$ cat config.mk
export PLATFORM = sky130hd
export DESIGN_NAME = dispense_sequencer_flat
export DESIGN_NICKNAME = d
export VERILOG_FILES = /design/src/rtl/dispense_sequencer_if.sv /design/src/rtl/dispense_sequencer.sv /design/src/flat_wrapper.sv
export SDC_FILE = /design/constraint.sdc
export NUM_CORES = 1
export LEC_CHECK = 0
export ABC_AREA = 1
export CAP_MARGIN = 10
export CORE_ASPECT_RATIO = 0.7
export CORE_MARGIN = 1
export CORE_UTILIZATION = 60
export CTS_BUF_LIST = sky130_fd_sc_hd__clkbuf_4 sky130_fd_sc_hd__clkbuf_8 sky130_fd_sc_hd__clkbuf_16
export DETAILED_ROUTE_END_ITERATION = 8
export DONT_BUFFER_PORTS = 1
export PLACE_DENSITY = 0.76
export SLEW_MARGIN = 40
export SYNTH_ARGS = -nofsm -noshare
export SYNTH_HDL_FRONTEND = slang
export SYNTH_SLANG_ARGS = --single-unit
export TNS_END_PERCENT = 1
$ cat constraint.sdc
create_clock -name clk -period 2.5 [get_ports clk]
set_input_delay 0.375 -clock clk [delete_from_list [all_inputs] [get_ports clk]]
set_output_delay 0.375 -clock clk [all_outputs]
set_load 0.02 [all_outputs]
$ cat src/rtl/dispense_sequencer_if.sv
// Control/status bundle between the selection FSM (master) and the dispense sequencer (slave).
// Command inputs are level-sampled; status outputs are registered or decoded from registered state.
interface dispense_sequencer_if;
   logic       start;
   logic       size;
   logic       hold;
   logic       abort;
   logic [3:0] act;
   logic [1:0] step;
   logic       busy;
   logic       step_done;
   logic       done;
   logic       aborted;

   modport master (
      output start, size, hold, abort,
      input  act, step, busy, step_done, done, aborted
   );

   modport slave (
      input  start, size, hold, abort,
      output act, step, busy, step_done, done, aborted
   );
endinterface

$ cat src/rtl/dispense_sequencer.sv
// Four-step actuator timing sequencer; starts one cycle after start is sampled in IDLE.
// Pulses and actuator enables come from registered state; hold pauses without losing active cycles.
module dispense_sequencer #(
   parameter int CNT_W = 8,
   parameter int S_T0  = 4,
   parameter int S_T1  = 6,
   parameter int S_T2  = 3,
   parameter int S_T3  = 2,
   parameter int L_T0  = 8,
   parameter int L_T1  = 12,
   parameter int L_T2  = 6,
   parameter int L_T3  = 2
) (
   input  logic                 clk,
   input  logic                 rst,
   dispense_sequencer_if.slave  bus
);

   typedef enum logic [1:0] {
      IDLE  = 2'd0,
      RUN   = 2'd1,
      PAUSE = 2'd2,
      DONE  = 2'd3
   } state_t;

   state_t             state_q, state_d;
   logic [1:0]         step_q, step_d;
   logic [CNT_W-1:0]   cnt_q, cnt_d;
   logic               size_q, size_d;
   logic               step_done_q, step_done_d;
   logic               aborted_q, aborted_d;

   // Counter load value is duration minus one so the last active cycle sees cnt == 0.
   function automatic logic [CNT_W-1:0] dur_m1(input logic sz, input logic [1:0] k);
      int t;
      t = 1;
      case (k)
         2'd0:    t = sz ? L_T0 : S_T0;
         2'd1:    t = sz ? L_T1 : S_T1;
         2'd2:    t = sz ? L_T2 : S_T2;
         default: t = sz ? L_T3 : S_T3;
      endcase
      return CNT_W'(t - 1);
   endfunction

   always_ff @(posedge clk) begin
      if (rst) begin
         state_q     <= IDLE;
         step_q      <= 2'd0;
         cnt_q       <= '0;
         size_q      <= 1'b0;
         step_done_q <= 1'b0;
         aborted_q   <= 1'b0;
      end else begin
         state_q     <= state_d;
         step_q      <= step_d;
         cnt_q       <= cnt_d;
         size_q      <= size_d;
         step_done_q <= step_done_d;
         aborted_q   <= aborted_d;
      end
   end

   always_comb begin
      state_d     = state_q;
      step_d      = step_q;
      cnt_d       = cnt_q;
      size_d      = size_q;
      step_done_d = 1'b0;
      aborted_d   = 1'b0;
      case (state_q)
         IDLE: begin
            if (bus.start && !bus.abort) begin
               size_d  = bus.size;
               step_d  = 2'd0;
               cnt_d   = dur_m1(bus.size, 2'd0);
               state_d = RUN;
            end
         end
         RUN: begin
            if (bus.abort) begin
               state_d   = IDLE;
               step_d    = 2'd0;
               aborted_d = 1'b1;
            end else begin
               if (cnt_q != '0) begin
                  cnt_d = cnt_q - CNT_W'(1);
               end else begin
                  step_done_d = 1'b1;
                  if (step_q != 2'd3) begin
                     step_d = step_q + 2'd1;
                     cnt_d  = dur_m1(size_q, step_q + 2'd1);
                  end else begin
                     state_d = DONE;
                  end
               end
               // The finishing cycle of the last step goes to DONE even when hold is raised.
               if (bus.hold && !(cnt_q == '0 && step_q == 2'd3)) begin
                  state_d = PAUSE;
               end
            end
         end
         PAUSE: begin
            if (bus.abort) begin
               state_d   = IDLE;
               step_d    = 2'd0;
               aborted_d = 1'b1;
            end else if (!bus.hold) begin
               state_d = RUN;
            end
         end
         DONE: begin
            state_d = IDLE;
         end
         default: begin
            state_d = IDLE;
         end
      endcase
   end

   assign bus.act       = (state_q == RUN) ? (4'b0001 << step_q) : 4'b0000;
   assign bus.step      = step_q;
   assign bus.busy      = (state_q != IDLE);
   assign bus.step_done = step_done_q;
   assign bus.done      = (state_q == DONE);
   assign bus.aborted   = aborted_q;

endmodule

$ cat src/flat_wrapper.sv
// flat-port wrapper written by rule: the top's interface ports become plain ports
module dispense_sequencer_flat 
#(
   parameter int CNT_W = 8,
   parameter int S_T0  = 4,
   parameter int S_T1  = 6,
   parameter int S_T2  = 3,
   parameter int S_T3  = 2,
   parameter int L_T0  = 8,
   parameter int L_T1  = 12,
   parameter int L_T2  = 6,
   parameter int L_T3  = 2
)
  (clk, rst, bus_start, bus_size, bus_hold, bus_abort, bus_act, bus_step, bus_busy, bus_step_done, bus_done, bus_aborted);
  dispense_sequencer_if bus_i ();
  input  logic clk;
  input  logic rst;
  input wire logic [$bits(bus_i.start)-1:0] bus_start;
  input wire logic [$bits(bus_i.size)-1:0] bus_size;
  input wire logic [$bits(bus_i.hold)-1:0] bus_hold;
  input wire logic [$bits(bus_i.abort)-1:0] bus_abort;
  output wire logic [$bits(bus_i.act)-1:0] bus_act;
  output wire logic [$bits(bus_i.step)-1:0] bus_step;
  output wire logic [$bits(bus_i.busy)-1:0] bus_busy;
  output wire logic [$bits(bus_i.step_done)-1:0] bus_step_done;
  output wire logic [$bits(bus_i.done)-1:0] bus_done;
  output wire logic [$bits(bus_i.aborted)-1:0] bus_aborted;
  assign bus_i.start = bus_start;
  assign bus_i.size = bus_size;
  assign bus_i.hold = bus_hold;
  assign bus_i.abort = bus_abort;
  assign bus_act = bus_i.act;
  assign bus_step = bus_i.step;
  assign bus_busy = bus_i.busy;
  assign bus_step_done = bus_i.step_done;
  assign bus_done = bus_i.done;
  assign bus_aborted = bus_i.aborted;
  dispense_sequencer #(.CNT_W(CNT_W), .S_T0(S_T0), .S_T1(S_T1), .S_T2(S_T2), .S_T3(S_T3), .L_T0(L_T0), .L_T1(L_T1), .L_T2(L_T2), .L_T3(L_T3)) u_core (.clk(clk), .rst(rst), .bus(bus_i));
endmodule
Word level (Yosys, flattened, before mapping)
Cells that the tools add are included.

Register bits after elaboration: 15. Latch bits: 0. Memory bits (writable): 0. Memory bits (read-only): 0. Bits of input ports: 6. Output and inout port bits: 10. Word-level logic and storage cells: 81. Memories kept: 0.

$add $sub $neg: 4. Multiply operators: 0. Div/mod/pow operators: 0. Magnitude comparators: 0. Eq/ne operators: 16. Shift-type cells: 1. Multiplexer cells: 33. Bitwise operators: 2. Reduce and logical (&&, ||, !) cells: 19.

Operators by type and width (number): $mux 8 (10); $mux 2 (12); $mux 4 (4); $pmux 8 s2 (1); $sub 8x2->8 const B (2); $pmux 4 s3 (1); $eq 2x2->1 const B (4); $logic_not 8->1 (1); $ne 4x4->1 const B (2); $pmux 2 s4 (1); $reduce_and 4->1 (2); $reduce_bool 8->1 (1); $sub 8x1->8 const B (1); $ne 2x2->1 const B (3); $ne 3x3->1 const B (2); $pmux 2 s3 (1); $reduce_and 5->1 (1); $eq 2x1->1 const B (2); $logic_not 2->1 (2); $reduce_bool 2->1 (2); $reduce_or 2->1 (2); $shl 1x2->4 const A (1); $logic_and 1x1->1 (3); $mux 3 (1); other kinds (10) (13).

Depth between registers and ports, before layout
Depth after elaboration: 12. Depth in mapped cells: 12. Depth with buffers taken out: 12.

Worst setup path before layout
OpenSTA, ideal clock, no wires.

Kind: reg-to-reg. Start point: register u_core.step_q[0], in the netlist u_core.bus.step[0]. End point: register u_core.cnt_q[3]. Library setup time: 0.070 ns. Arrival time: 1.707 ns. Data required time: 2.430 ns. Setup slack: 0.723 ns. Stages on the path, launching flop included: 9. Path buffers: 0. Period minus slack after synthesis: 1.777 ns. Cell sequence: dfxtp_1 > inv_1 > ha_1 > nor3_1 > inv_1 > ha_1 > nand2_1 > nand3_1 > a21oi_1.

Word-level cells in the longest chain between the ends: 12. Elaborated cells between the ends (all ways): 17. Those cells by class: 2 x add/sub; 4 x eq/ne; 9 x mux; 2 x reduce/logical.

Ends and longest elaborated chain: from (decl) (RTL line dispense_sequencer.sv:27) `logic [1:0] step_q, step_d;`; from (signal assigned) (RTL line dispense_sequencer.sv:56) `step_q <= step_d;`; $add 2x1->2 (RTL line dispense_sequencer.sv:92) `cnt_d = dur_m1(size_q, step_q + 2'd1);`; $eq 2x2->1 (tied with other cells) (RTL line dispense_sequencer.sv:37) `case (k)`; $pmux 4 s3 (RTL line dispense_sequencer.sv:37); $mux 8 (RTL line dispense_sequencer.sv:90) `if (step_q != 2'd3) begin`; $mux 8 (RTL line dispense_sequencer.sv:86) `if (cnt_q != '0) begin`; $mux 8 (RTL line dispense_sequencer.sv:81) `if (bus.abort) begin`; $mux 8 (RTL line dispense_sequencer.sv:71) `case (state_q)`; $sub 8x2->8 (RTL line dispense_sequencer.sv:43) `return CNT_W'(t - 1);`; $mux 8 (RTL line dispense_sequencer.sv:90); $mux 8 (RTL line dispense_sequencer.sv:86); $mux 8 (RTL line dispense_sequencer.sv:81); $pmux 8 s2 (RTL line dispense_sequencer.sv:71); to (signal assigned) (RTL line dispense_sequencer.sv:57) `cnt_q <= cnt_d;`; to (decl) (RTL line dispense_sequencer.sv:28) `logic [CNT_W-1:0] cnt_q, cnt_d;`.

Several ways; a longest one is shown, not always the timed one. The select of a mux whose other input is x is not followed. A chain may end at the register's enable or synchronous reset.

Worst setup path in the final report
Same ends and word-level chain as after synthesis.

==> summary.md <==
| Metric | Value |
|---|---|
| Wire length per cell | 12.6 um |
| Initial antenna violation count | 0 |
| Arrival @ worst endpoint | 2.19 ns |
| CTS tree | built |
| Slew Viols, Final | 0 |
| Die width | 54.0 um |
| Mapped Cells | 178 |
| Leak | 0.000601 uW |
| Final hold violations | 0 |
| FF-to-FF setup slack | 0.53 ns |
| Clock sink count | 15 |
| R2R Path End | u_core.cnt_q[3] |
| Nets | 200 |
| Largest net degree at the start of global routing | 10 |
| Via density | 5.43 |
| Vias in the first global route | 957 |
| Worst Path Required | 2.72 ns |
| Drt pass-1 iters | 4 |
| CP bufs+invs | 2 |
| Clk slew on worst S/H paths | 0.09 ns |
| #FFs+latches synth | 15 |
| Adder-cell share of the synthesized area | 12.1% |
| Residual DRC | 0 |
| H-tree depth | 1 |
| Cell Rows | 12 |
| Num CTS Buffers | 3 |
| Largest vdd supply drop | 0.000955 V |
| WL met2 | 1050 um |
| Routed vias | 1,102 |
| Setup tns final | 0 ns |
| Die Height | 38.4 um |
| Die area | 2070 um2 |
| Crit-path cells | inv_1, ha_1, nor3_1, inv_1, ha_1, nand2_1, nand3_1, a21oi_1 |
| Worst reg2reg path startpoint | u_core.bus.step[0] |
| DR iter-0 viols | 61 |
| Crit start category | flip-flop |
| Worst-Skew Late Latency | 0.29 ns |
| Period utilization | 78.7% |
| RSZ-0062 raised after global routing | false |
| Post-synth cell types | 21 |
| Routed Wire Length | 2550 um |
| Buffers on Ports | 0 |
| Max-slew headroom at the worst pin | 73.8% |
| DR WL met3 | 233 um |
| # fillers | 157 |
| CP max-delay cell | dfxtp_1 |
| Area Overhead vs Synth | 4.96% |
| HPWL after DPL | 2010 um |
| Routed length on met1 | 1250 um |
| Period minus WS final | 1.97 ns |
| Power Density | 1500 nW/um2 |
| Mapped Nets | 195 |
| Buffer count from post-CTS setup fixing | 0 |
| Num ports | 16 |
| Flip-flop and latch area | 300 um2 |
| Share of layout cells above drive strength 1 | 12.6% |
| Mux cell area share after synthesis | 0% |
| Main combinational cell family by area after synthesis | simple AND/OR/NAND/NOR gates |
| Critical Path Max Stage Delay | 0.54 ns |
| CP Class | flip-flop to flip-flop |
| First-pass GRT wire length | 4070 um |
| Max Fclk | 508 MHz |
| WHS Path Cells | 1 |
| Compound-Gate Fraction of Synth Area | 15.7% |
| Synth Area in Simple Gates | 35.1% |
| ANT nets after route | 0 |
| Antenna fix cells | 0 |
| Area of the multi-input gates | 713 um2 |
| Outcome | complete, no violations |
| Critical path endpoint category | flip-flop |
| Worst-path fanout max | 6 |
| Final Core Density | 70.8% |
| GRT Total Usage | 28.5% |
| Worst Tran Pin Value | 0.392 ns |
| Post-Synthesis Cell Area | 1130 um2 |
| Worst hold endpoint | u_core.cnt_q[4] |
| Hold crit path type | primary input to flip-flop |
| Max-cap violations | 0 |
| Uppermost layer routed | met4 |
| Hold bufs inserted after CTS | 0 |
| Core area | 1680 um2 |
| Critical path depth | 8 |
| Initial core utilization | 67.5% |
| Min-delay src | rst |
| Post-CTS Resized | 0 |
| Crit-path leading delay family | adder cells |
| Root Driver | clkbuf_4 |
| Sequential area share after synthesis | 26.5% |
| FF-to-FF path depth | 8 |
| Worst Skew | 0.00433 ns |
| Mapped Avg Cell Area | 6.38 um2 |
| Clock buffer depth | 2 |
| Synth Area in XOR/XNOR | 0% |
| Routability congestion estimate from global placement | 0.872 |
| Final setup viols | 0 |
| Gr ovfl total | 0 |
| Yosys warning total | 0 |
sequential cells by signal, summed over array words and instances (netlist names):
signal,count
u_core.bus.step_done,1
u_core.bus.aborted,1
u_core.cnt_q,8
u_core.state_q,2
u_core.size_q,1
u_core.bus.step,2
cell usage after synthesis, drive strengths merged:
master | n | share of area, %
nand4 | 1 | 0.55
a31oi | 1 | 0.55
nand3 | 10 | 4.9
nand2 | 43 | 16
a21oi | 16 | 7.1
ha | 11 | 12
nor3 | 4 | 1.8
inv | 31 | 10
a21o | 1 | 0.66
or2 | 2 | 1.1
nor2 | 26 | 11
clkinv | 1 | 0.44
dfxtp | 15 | 26
o21ai | 16 | 7.4
metrics by stage:
| stage | setup slack, ns | hold WS [ns] | power [uW] | std cells | area [um2] |
|---|---|---|---|---|---|
| floorplan | 0.723 | 0.444 | 1380 | 178 | 1130 |
| global placement | 0.649 | 0.445 | 1570 | 199 | 1160 |
| detailed placement | 0.573 | 0.448 | 1610 | 199 | 1160 |
| CTS | 0.547 | 0.129 | 1770 | 203 | 1190 |
| global route | 0.403 | 0.115 | 1960 | 203 | 1190 |
| finish | 0.532 | 0.139 | 1780 | 203 | 1190 |
how the worst max path moves through the flow:
stage / slack (ns) / end / from
after global placement: 0.65 / u_core.cnt_q[3] / u_core.bus.step[0]
after CTS: 0.55 / u_core.cnt_q[3] / u_core.bus.step[0]
after floorplan: 0.72 / u_core.cnt_q[3] / u_core.bus.step[0]
after global routing: 0.40 / u_core.cnt_q[7] / u_core.bus.step[0]
final: 0.53 / u_core.cnt_q[3] / u_core.bus.step[0]
after detailed placement: 0.57 / u_core.cnt_q[3] / u_core.bus.step[0]
where the power goes:
| group | internal [uW] | leakage (uW) | total (uW) | switching, uW |
|---|---|---|---|---|
| sequential | 320 | 0.000123 | 420 | 99.6 |
| clock | 72.9 | 0.0000184 | 153 | 79.9 |
| combinational | 400 | 0.000459 | 1210 | 809 |
cell usage in the layout, fill, tap and decap left out, drive strengths merged:
master	Yosys	layout
or2	2	2
nand4	1	1
a21o	1	1
clkinv	1	1
nand3	10	10
ha	11	11
a31oi	1	1
nor2	26	26
clkbuf	0	4
inv	31	31
a21oi	16	16
o21ai	16	16
nand2	43	43
dfxtp	15	15
nor3	4	4
kinds of logic after synthesis:
logic type      count (synthesis)
simple gates                   86
flops                          15
fa+ha+maj                      11
buf+inv                        32
compound gates                 34
final cells by class:
cell class | instances | share of cell area, %
clock buffers | 4 | 2.52
inverters | 32 | 10.2
multi-input cells | 131 | 59.9
flip-flops and latches | 15 | 25.2
well taps | 21 | 2.21
worst reg2reg max path: stages, from the launching register on:
cell     delay, ns
dfxtp_1       0.54
inv_1         0.16
ha_1          0.26
nor3_1        0.31
inv_1         0.08
ha_1          0.30
nand2_1       0.07
nand3_1       0.07
a21oi_1       0.12
routing by layer:
metal  GRT usage [%]  up-vias
li1                -      573
met1            36.8      481
met2            44.1       46
met3            10.3        2
met4            8.33        0
met5               0        -
Power figures use the tool's default switching activity.
